==> src/rtl/mem_pkg.sv <==
// Shared load/store definitions: access size encodings, sequencer states,
// byte-count and alignment helpers.
package mem_pkg;

    localparam logic [1:0] SZ_BYTE = 2'b00;
    localparam logic [1:0] SZ_HALF = 2'b01;
    localparam logic [1:0] SZ_WORD = 2'b10;
    localparam logic [1:0] SZ_ILL  = 2'b11;

    typedef enum logic [1:0] {
        ST_IDLE = 2'b00,
        ST_XFER = 2'b01,
        ST_RESP = 2'b10
    } state_t;

    // The illegal size reports one byte so downstream arithmetic stays in range;
    // such requests never reach the transfer state anyway.
    function automatic logic [2:0] size_to_bytes(input logic [1:0] size);
        case (size)
            SZ_HALF: size_to_bytes = 3'd2;
            SZ_WORD: size_to_bytes = 3'd4;
            default: size_to_bytes = 3'd1;
        endcase
    endfunction

    function automatic logic misaligned(input logic [1:0] size, input logic [1:0] addr_lo);
        case (size)
            SZ_BYTE: misaligned = 1'b0;
            SZ_HALF: misaligned = addr_lo[0];
            SZ_WORD: misaligned = (addr_lo != 2'b00);
            default: misaligned = 1'b1;
        endcase
    endfunction

endpackage

==> src/rtl/load_extend.sv <==
// Sign/zero extension of a right-justified byte or half; words pass through.
// Purely combinational.
module load_extend
    import mem_pkg::*;
(
    input  logic [31:0] data_i,
    input  logic [1:0]  size_i,
    input  logic        uns_i,
    output logic [31:0] ext_o
);

    always_comb begin
        ext_o = data_i;
        case (size_i)
            SZ_BYTE: ext_o = uns_i ? {24'h000000, data_i[7:0]}
                                   : {{24{data_i[7]}}, data_i[7:0]};
            SZ_HALF: ext_o = uns_i ? {16'h0000, data_i[15:0]}
                                   : {{16{data_i[15]}}, data_i[15:0]};
            default: ext_o = data_i;
        endcase
    end

endmodule

==> src/rtl/lsu_byte_sequencer.sv <==
// Serialises one CPU load/store into big-endian byte RAM accesses (1/2/4 cycles),
// then returns a single unbackpressured response beat; exceptions respond next cycle.
module lsu_byte_sequencer
    import mem_pkg::*;
#(
    parameter int ADDR_W = 11
) (
    input  logic              clk,
    input  logic              rst,
    input  logic              req_valid,
    output logic              req_ready,
    input  logic              req_we,
    input  logic [1:0]        req_size,
    input  logic              req_unsigned,
    input  logic [ADDR_W-1:0] req_addr,
    input  logic [31:0]       req_wdata,
    output logic              resp_valid,
    output logic [31:0]       resp_rdata,
    output logic              resp_exc,
    output logic [ADDR_W-1:0] ram_addr,
    output logic              ram_we,
    output logic [7:0]        ram_wdata,
    input  logic [7:0]        ram_rdata
);

    state_t            state_q;
    logic [1:0]        count_q;
    logic [31:0]       data_q;
    logic              exc_q;
    logic              we_q;
    logic [1:0]        size_q;
    logic              uns_q;
    logic [ADDR_W-1:0] addr_q;
    logic [31:0]       wdata_q;

    logic [1:0]        last_idx;
    logic [1:0]        byte_idx;
    logic [31:0]       ext_data;
    logic              in_xfer;
    logic              in_resp;

    assign last_idx = 2'(size_to_bytes(size_q) - 3'd1);
    // MSB-first: the first beat carries the highest used byte of the store data.
    assign byte_idx = last_idx - count_q;

    always_ff @(posedge clk) begin
        if (rst) begin
            state_q <= ST_IDLE;
            count_q <= '0;
            data_q  <= '0;
            exc_q   <= 1'b0;
            we_q    <= 1'b0;
            size_q  <= SZ_BYTE;
            uns_q   <= 1'b0;
            addr_q  <= '0;
            wdata_q <= '0;
        end else begin
            case (state_q)
                ST_IDLE: begin
                    if (req_valid) begin
                        we_q    <= req_we;
                        size_q  <= req_size;
                        uns_q   <= req_unsigned;
                        addr_q  <= req_addr;
                        wdata_q <= req_wdata;
                        count_q <= '0;
                        exc_q   <= misaligned(req_size, req_addr[1:0]);
                        state_q <= misaligned(req_size, req_addr[1:0]) ? ST_RESP : ST_XFER;
                    end
                end
                ST_XFER: begin
                    if (!we_q) begin
                        data_q <= {data_q[23:0], ram_rdata};
                    end
                    if (count_q == last_idx) begin
                        count_q <= '0;
                        state_q <= ST_RESP;
                    end else begin
                        count_q <= count_q + 2'd1;
                    end
                end
                ST_RESP: begin
                    data_q  <= '0;
                    exc_q   <= 1'b0;
                    state_q <= ST_IDLE;
                end
                default: state_q <= ST_IDLE;
            endcase
        end
    end

    load_extend u_load_extend (
        .data_i (data_q),
        .size_i (size_q),
        .uns_i  (uns_q),
        .ext_o  (ext_data)
    );

    assign in_xfer    = (state_q == ST_XFER);
    assign in_resp    = (state_q == ST_RESP);

    assign req_ready  = (state_q == ST_IDLE);
    assign ram_we     = in_xfer && we_q;
    assign ram_addr   = in_xfer ? addr_q + ADDR_W'(count_q) : '0;
    assign ram_wdata  = ram_we ? wdata_q[{byte_idx, 3'b000} +: 8] : 8'h00;
    assign resp_valid = in_resp;
    assign resp_exc   = in_resp && exc_q;
    assign resp_rdata = (in_resp && !exc_q && !we_q) ? ext_data : 32'h0;

endmodule
==> config.mk <==
export PLATFORM = sky130hd
export DESIGN_NAME = lsu_byte_sequencer
export DESIGN_NICKNAME = d
export VERILOG_FILES = /design/src/rtl/mem_pkg.sv /design/src/rtl/load_extend.sv /design/src/rtl/lsu_byte_sequencer.sv
export SDC_FILE = /design/constraint.sdc
export NUM_CORES = 1
export LEC_CHECK = 0
export ABC_CLOCK_PERIOD_IN_PS = 3150
export CAP_MARGIN = 0
export CORE_MARGIN = 4
export CORE_UTILIZATION = 48
export CTS_CLUSTER_SIZE = 30
export DETAILED_ROUTE_END_ITERATION = 10
export PLACE_DENSITY_LB_ADDON = 0.15
export SLEW_MARGIN = 20
export SYNTH_ARGS = -nofsm -noshare
export SYNTH_HDL_FRONTEND = slang
export SYNTH_SLANG_ARGS = --single-unit
==> constraint.sdc <==
create_clock -name clk -period 3.15 [get_ports clk]
set_clock_uncertainty 0.15 [all_clocks]
set_input_delay 0.7875 -clock clk [delete_from_list [all_inputs] [get_ports clk]]
set_output_delay 0.7875 -clock clk [all_outputs]
set_load 0.01 [all_outputs]
==> results of run 1 <==
==> tightest hold or removal path, cell delays in order, from the launching register on <==
cell and delay [ns]:
dfxtp_1 0.32, nand2_1 0.05, a21oi_1 0.05
==> synth_stat cells, types with 2 or more instances <==
library cell and count:
a21oi_1 98, nor3_1 6, or3b_2 2, clkbuf_1 32, nor2b_1 3, nand3_1 37, nand3b_1 3, mux2i_1 16
nand2_1 153, nand4_1 2, ha_1 6, o21a_1 3, xor2_1 5, o21ai_0 2, nor2_1 13, o22ai_1 9
a21oi_2 9, inv_1 7, and2_1 12, or3_1 2, buf_2 2, xnor2_1 4, nand2b_1 5, dfxtp_1 84
buf_6 2
==> report_power, final <==
group          switching (W)  internal, W  total, W
Combinational       0.000231     0.000201  0.000432
Sequential         0.0000380      0.00111   0.00115
Clock               0.000412     0.000296  0.000708
Total               0.000681      0.00161   0.00229
==> layout make-up <==
cell class	count	area, um2
repair buffers	144	1340
fillers	659	2340
inverters	7	26.3
clock buffers	10	128
flip-flops and latches	84	1690
well taps	102	128
multi-input cells	398	2190
clock inverters	6	47.5
==> cells in the final DEF (no fill, tap or decap), types with 11 or more instances in the layout <==
| cell | count |
|---|---|
| buf_4 | 30 |
| mux2i_1 | 14 |
| dfxtp_1 | 80 |
| a21oi_1 | 97 |
| nand2_1 | 153 |
| nor2_1 | 11 |
| nand3_1 | 37 |
| dlygate4sd2_1 | 13 |
| and2_1 | 12 |
| clkdlybuf4s50_1 | 77 |
==> sequential cells by signal, indices dropped and copies added, names as in the netlist <==
signal,cells
size_q,2
uns_q,1
state_q,2
wdata_q,32
we_q,1
exc_q,1
addr_q,11
count_q,2
data_q,32
==> logic make-up (layout without fill, tap and decap cells) <==
| kind of cell | after synthesis | after routing | synth area share (%) |
|---|---|---|---|
| buffers and inverters | 45 | 167 | 5.09 |
| adders and majority gates | 7 | 7 | 2.40 |
| AOI/OAI and AO/OA | 123 | 124 | 17.0 |
| DFF | 84 | 84 | 42.5 |
| muxes | 16 | 16 | 4.05 |
| xor gates and xnor gates | 10 | 10 | 2.40 |
| and+or+nand+nor | 241 | 241 | 26.5 |
==> what timing repair did <==
action / 4_1_cts / 5_1_grt
resized for setup: 62 / 34
buffers inserted: 5 / 6
setup endpoints to repair: 34 / 23
pin swaps: 4 / 9
cloned: 2 / 0
==> worst min-delay path by stage <==
stage,from,endpoint,slack (ns),depth (start not counted)
6_report,wdata_q[21],wdata_q[21],0.31,2
2_1_floorplan,wdata_q[16],wdata_q[16],0.29,2
3_5_place_dp,wdata_q[25],wdata_q[25],0.30,2
4_1_cts,wdata_q[25],wdata_q[25],0.31,2
3_3_place_gp,wdata_q[12],wdata_q[12],0.29,2
5_1_grt,wdata_q[16],wdata_q[16],0.33,2
==> stage by stage <==
step / setup TNS [ns] / std cells / total power, W / instance area, um2
2_1_floorplan: 0 / 526 / 0.00140 / 3960
4_1_cts: -0.263 / 745 / 0.00228 / 5410
6_report: 0 / 751 / 0.00229 / 5550
5_1_grt: -0.0838 / 751 / 0.00240 / 5550
3_3_place_gp: 0 / 722 / 0.00156 / 5190
3_5_place_dp: 0 / 722 / 0.00157 / 5190
==> routing by layer <==
layer  part of all wire [%]  global-route usage [%]  vias up
li1                       -                       -     1992
met1                     42                    25.7     1838
met2                     51                    36.3      117
met3                    5.5                    4.60       13
met4                    1.2                    5.57        0
met5                      0                       0        -
==> impl_results.md, run 1 <==
* Outcome: complete, no violations
* # IOs at 113
* RSZ-0062 raised after global routing: true
* Worst setup SP type: flop
* MaxCap Viol Count at 0
* Initial Utilization at 50.1%
* Worst r2r path cells at 5
* Post-synth EDFFs at 0
* First-pass GRT wire length at 16900 um
* Area leader, netlist: dfxtp_1
* DR WL/cell at 14.2 um
* Worst R2R Start: state_q[1]
* Layout Area Growth over Synthesis at 40.2%
* Core region area at 7890 um2
* Die Y at 98.8 um
* Gr ovfl total at 0
* Lkg Pwr at 2.24 nW
* Worst-path maximum fanout at 8
* Vias after detailed routing at 3960
* Final antenna-violating net count at 0
* Slew Limit Fails at 0
* Rel. slew slack at 64.1%
* Final GP Congestion at 0.820
* Top FF cell, synth: dfxtp_1
* Avg Inst Size Synth at 7.52 um2
* WP data required at 2.21 ns
* Largest delay contributor family on the critical path: buffers and inverters
* Num Clock Sinks at 84
* Setup slack, reg-to-reg at 1.23 ns
* WP buf/inv at 5
* Utilization after layout at 70.3%
* Asr flop ratio synth at 0%
* All-Layer GR Usage at 20.8%
* Sequential area share after synthesis at 42.5%
* Critical path's largest stage delay at 0.35 ns
* Die Footprint at 9760 um2
* Layout cells sized above 1 at 14.9%
* H-tree depth reported by CTS at 3
* CP Depth at 10
* Place WS at 0.0150 ns
* Initial antenna violation count at 0
* Largest cells by area after synthesis: dfxtp_1 43%, nand2_1 15%, a21oi_1 12%
* Synth cell types at 34
* Yosys warns at 0
* Final worst slack at 0.0616 ns
* Dpl hpwl at 7070 um
* Final WL at 10700 um
* Fin crit share at 98.0%
* Final Hold Viols at 0
* Synthesized instance count at 526
* Clock root buffer: clkbuf_8
* Cells along the critical path: inv_2 > ha_4 > inv_2 > ha_4 > xnor2_2 > buf_4 > buf_12 > mux2i_1 > o22ai_1 > buf_2
* Hold crit path type: reg -> reg
* Kind of critical path: reg -> out
* Maximum buffer depth of the clock tree at 2
* Clk slew on worst S/H paths at 0.09 ns
* P per Cell Area at 413 nW/um2
* Synthesized flop and latch total at 84
* CP Launch Point: size_q[0]
* Drc violations at 0
* Final #Nets at 709
* Synth top area share at 42.5%
* Die X at 98.8 um
* CP endpoint: ram_wdata[0]
* Post-synthesis cell area at 3960 um2
* Final min period at 3.09 ns
* Reg2reg end: wdata_q[20]
* Min Hold Slack at 0.306 ns
* Worst Setup End Kind: output pin
* Clk_lat worst skew at 0.35 ns
* I/O Buffers at 112
* Vias in the first global route at 3686
* Row cnt at 32
* FMAX at 324 MHz
* Pin count of the biggest net entering global routing at 49
* Worst slew pin tran at 0.538 ns
* Net Count, Synth at 591
* Initial DRC count at 169
* Max stage delay cell, worst path: dfxtp_2
* Via/cell ratio at 5.27
* TritonCTS Buffers at 9
* CTS tree: done
* Critical Path AT at 2.15 ns
* Worst VDD drop at 0.000263 V
* CTS Hold Bufs at 0
* Setup violations, final at 0
* Drt first pass iters at 4
* Diode count at 0
No activity file was read; power rests on OpenSTA's default activity.
==> run 2, diff against run 1 <==
--- a/config.mk
+++ b/config.mk
@@ -6,13 +6,12 @@
 export NUM_CORES = 1
 export LEC_CHECK = 0
 export ABC_CLOCK_PERIOD_IN_PS = 3150
-export CAP_MARGIN = 0
+export CAP_MARGIN = 40
 export CORE_MARGIN = 4
 export CORE_UTILIZATION = 48
 export CTS_CLUSTER_SIZE = 30
 export DETAILED_ROUTE_END_ITERATION = 10
 export PLACE_DENSITY_LB_ADDON = 0.15
-export SLEW_MARGIN = 20
 export SYNTH_ARGS = -nofsm -noshare
 export SYNTH_HDL_FRONTEND = slang
 export SYNTH_SLANG_ARGS = --single-unit
==> results of run 2 <==
Same layout as run 1: the final DEF is identical, and so are final timing and power.
==> run 3, diff against run 2 <==
--- a/config.mk
+++ b/config.mk
@@ -5,13 +5,13 @@
 export SDC_FILE = /design/constraint.sdc
 export NUM_CORES = 1
 export LEC_CHECK = 0
-export ABC_CLOCK_PERIOD_IN_PS = 3150
 export CAP_MARGIN = 40
 export CORE_MARGIN = 4
 export CORE_UTILIZATION = 48
 export CTS_CLUSTER_SIZE = 30
 export DETAILED_ROUTE_END_ITERATION = 10
 export PLACE_DENSITY_LB_ADDON = 0.15
+export SKIP_CTS_REPAIR_TIMING = 1
 export SYNTH_ARGS = -nofsm -noshare
 export SYNTH_HDL_FRONTEND = slang
 export SYNTH_SLANG_ARGS = --single-unit
==> run 3 against run 2 <==
Utilization increased by 0.48 points. Flip-flop and latch count unchanged. Global-route usage decreased by 0.71 points.
==> impl_results.md, run 3 (synthesis gave the netlist of run 1 again) <==
* Outcome: complete, no violations
* Fin crit share at 97.5%
* Worst-path maximum fanout at 11
* Dpl hpwl at 7070 um
* WHS Path Cells at 2
* Drt first pass iters at 6
* Kind of critical path: reg -> out
* Fillers at 654
* Worst slew pin tran at 0.524 ns
* Final min period at 3.07 ns
* Final antenna-violating net count at 0
* Reg2reg end: wdata_q[20]
* Final Hold Viols at 0
* Reg power frac at 50.3%
* Via/cell ratio at 5.29
* Worst setup SP type: flop
* Die Footprint at 9760 um2
* Worst R2R Start: state_q[1]
* WHS Endpoint: wdata_q[21]
* Clk slew on worst S/H paths at 0.09 ns
* Sw Ratio at 29.5%
* Final GP Congestion at 0.820
* Initial antenna violation count at 0
* # IOs at 113
* Vias in the first global route at 3640
* H-tree depth reported by CTS at 3
* Final WL at 10400 um
* Num Clock Sinks at 84
* Clock root buffer: clkbuf_8
* Die X at 98.8 um
* Largest delay contributor family on the critical path: buffers and inverters
* Commonest cells after routing, fill and taps aside: 153 x nand2_1, 97 x a21oi_1, 80 x dfxtp_1
* NetSw at 0.000674 W
* RSZ-0062 raised after global routing: true
* Initial Utilization at 50.1%
* Final #Nets at 714
* WP buf/inv at 5
* FF/Latch Area at 1690 um2
* Lkg Pwr at 2.47 nW
* Internal power at 0.00161 W
* Die Y at 98.8 um
* DR WL/cell at 13.8 um
* Worst r2r path cells at 5
* Diode count at 0
* Top flop regs: data_q: 32 flops, wdata_q: 32 flops, addr_q: 11 flops
* Worst VDD drop at 0.000265 V
* Rel. slew slack at 65.1%
* Max stage delay cell, worst path: dfxtp_2
* FMAX at 326 MHz
* Initial DRC count at 164
* WP data required at 2.21 ns
* Hold Crit Start: wdata_q[21]
* Min Hold Slack at 0.309 ns
* Wire length on met1 at 4350 um
* Area of the multi-input gates at 2150 um2
* Row cnt at 32
* Utilization after layout at 70.8%
* I/O Buffers at 112
* Clock share of power at 30.9%
* Clk_lat worst skew at 0.35 ns
* Critical path's largest stage delay at 0.35 ns
* Drc violations at 0
* Worst Setup End Kind: output pin
* All-Layer GR Usage at 20.0%
* Layout cells sized above 1 at 14.7%
* Critical Path AT at 2.13 ns
* Setup slack, reg-to-reg at 1.21 ns
* TritonCTS Buffers at 9
* Cells along the critical path: inv_2 > ha_4 > inv_1 > ha_2 > xnor2_2 > buf_12 > buf_4 > mux2i_1 > o22ai_1 > clkbuf_2
* Dpl cell area at 5190 um2
* Top sig layer: met4
* Maximum buffer depth of the clock tree at 2
* Finished Cell Area at 5580 um2
* Vias after detailed routing at 3999
* Commonest non-fill, non-tap cell in the layout: nand2_1
* Hold crit path type: reg -> reg
* Setup violations, final at 0
* Gr ovfl total at 0
* CTS tree: done
* MaxCap Viol Count at 0
* Slew Limit Fails at 0
* P per Cell Area at 409 nW/um2
* Core region area at 7890 um2
* Layout Area Growth over Synthesis at 41.2%
* Pin count of the biggest net entering global routing at 49
* Gate power share at 18.9%
* Total Power Consumption at 0.00229 W
* Met2 WL at 5330 um
* Met3 WL at 686 um
* First-pass GRT wire length at 16400 um
==> run 3: cell count changes in the layout (fill, tap and decap cells not counted), sizes merged <==
| cell | delta |
|---|---|
| clkdlybuf4s15 | -2 |
| dlygate4sd2 | -13 |
| clkbuf | +4 |
| buf | +1 |
| dlymetal6s2s | +15 |
==> run 3: worst reg2reg max path, delay by kind of cell, from the launching register on <==
family	cells	cell delay, ns
AO/OA/AOI/OAI	1	0.06
AND/OR/NAND/NOR	2	0.79
flip-flops	1	0.33
buffers and inverters	2	0.48
==> run 3: through the flow <==
stage | std cells | setup WS [ns] | TNS [ns]
2_1_floorplan | 526 | 0.358 | 0
3_3_place_gp | 722 | 0.0748 | 0
3_5_place_dp | 722 | 0.0150 | 0
4_1_cts | 738 | -0.390 | -8.82
5_1_grt | 756 | -0.0491 | -0.341
6_report | 756 | 0.0793 | 0
==> run 3: how the worst max path moves through the flow <==
stage,startpoint,endpoint,slack (ns),cells past startpoint
3_5_place_dp,size_q[0],ram_wdata[6],0.02,9
6_report,size_q[1],ram_wdata[0],0.08,10
4_1_cts,size_q[0],ram_wdata[6],-0.39,9
3_3_place_gp,size_q[0],ram_wdata[6],0.07,9
2_1_floorplan,size_q[0],ram_wdata[4],0.36,8
5_1_grt,size_q[1],ram_wdata[0],-0.05,10
==> run 3: power by group through the flow <==
stage               Combinational, W  Sequential [W]  Clock [W]
floorplan                   0.000238         0.00116          0
global placement            0.000389         0.00117          0
detailed placement          0.000398         0.00117          0
CTS                         0.000399         0.00115   0.000719
global route                0.000474         0.00116   0.000766
finish                      0.000431         0.00115   0.000705
==> run 3: layout make-up <==
cell class	instances	share of cell area [%]
Clock buffer	10	2.29
Timing Repair Buffer	149	25.3
Inverter	7	0.471
Multi-Input combinational cell	398	38.6
Clock inverter	6	0.852
Sequential cell	84	30.2
Tap cell	102	2.29
==> run 3: layer usage <==
| metal | vias up | global-route usage (%) |
|---|---|---|
| met2 | 133 | 35.2 |
| met3 | 5 | 4.46 |
| li1 | 2002 | - |
| met5 | - | 0 |
| met1 | 1859 | 24.7 |
| met4 | 0 | 5.25 |
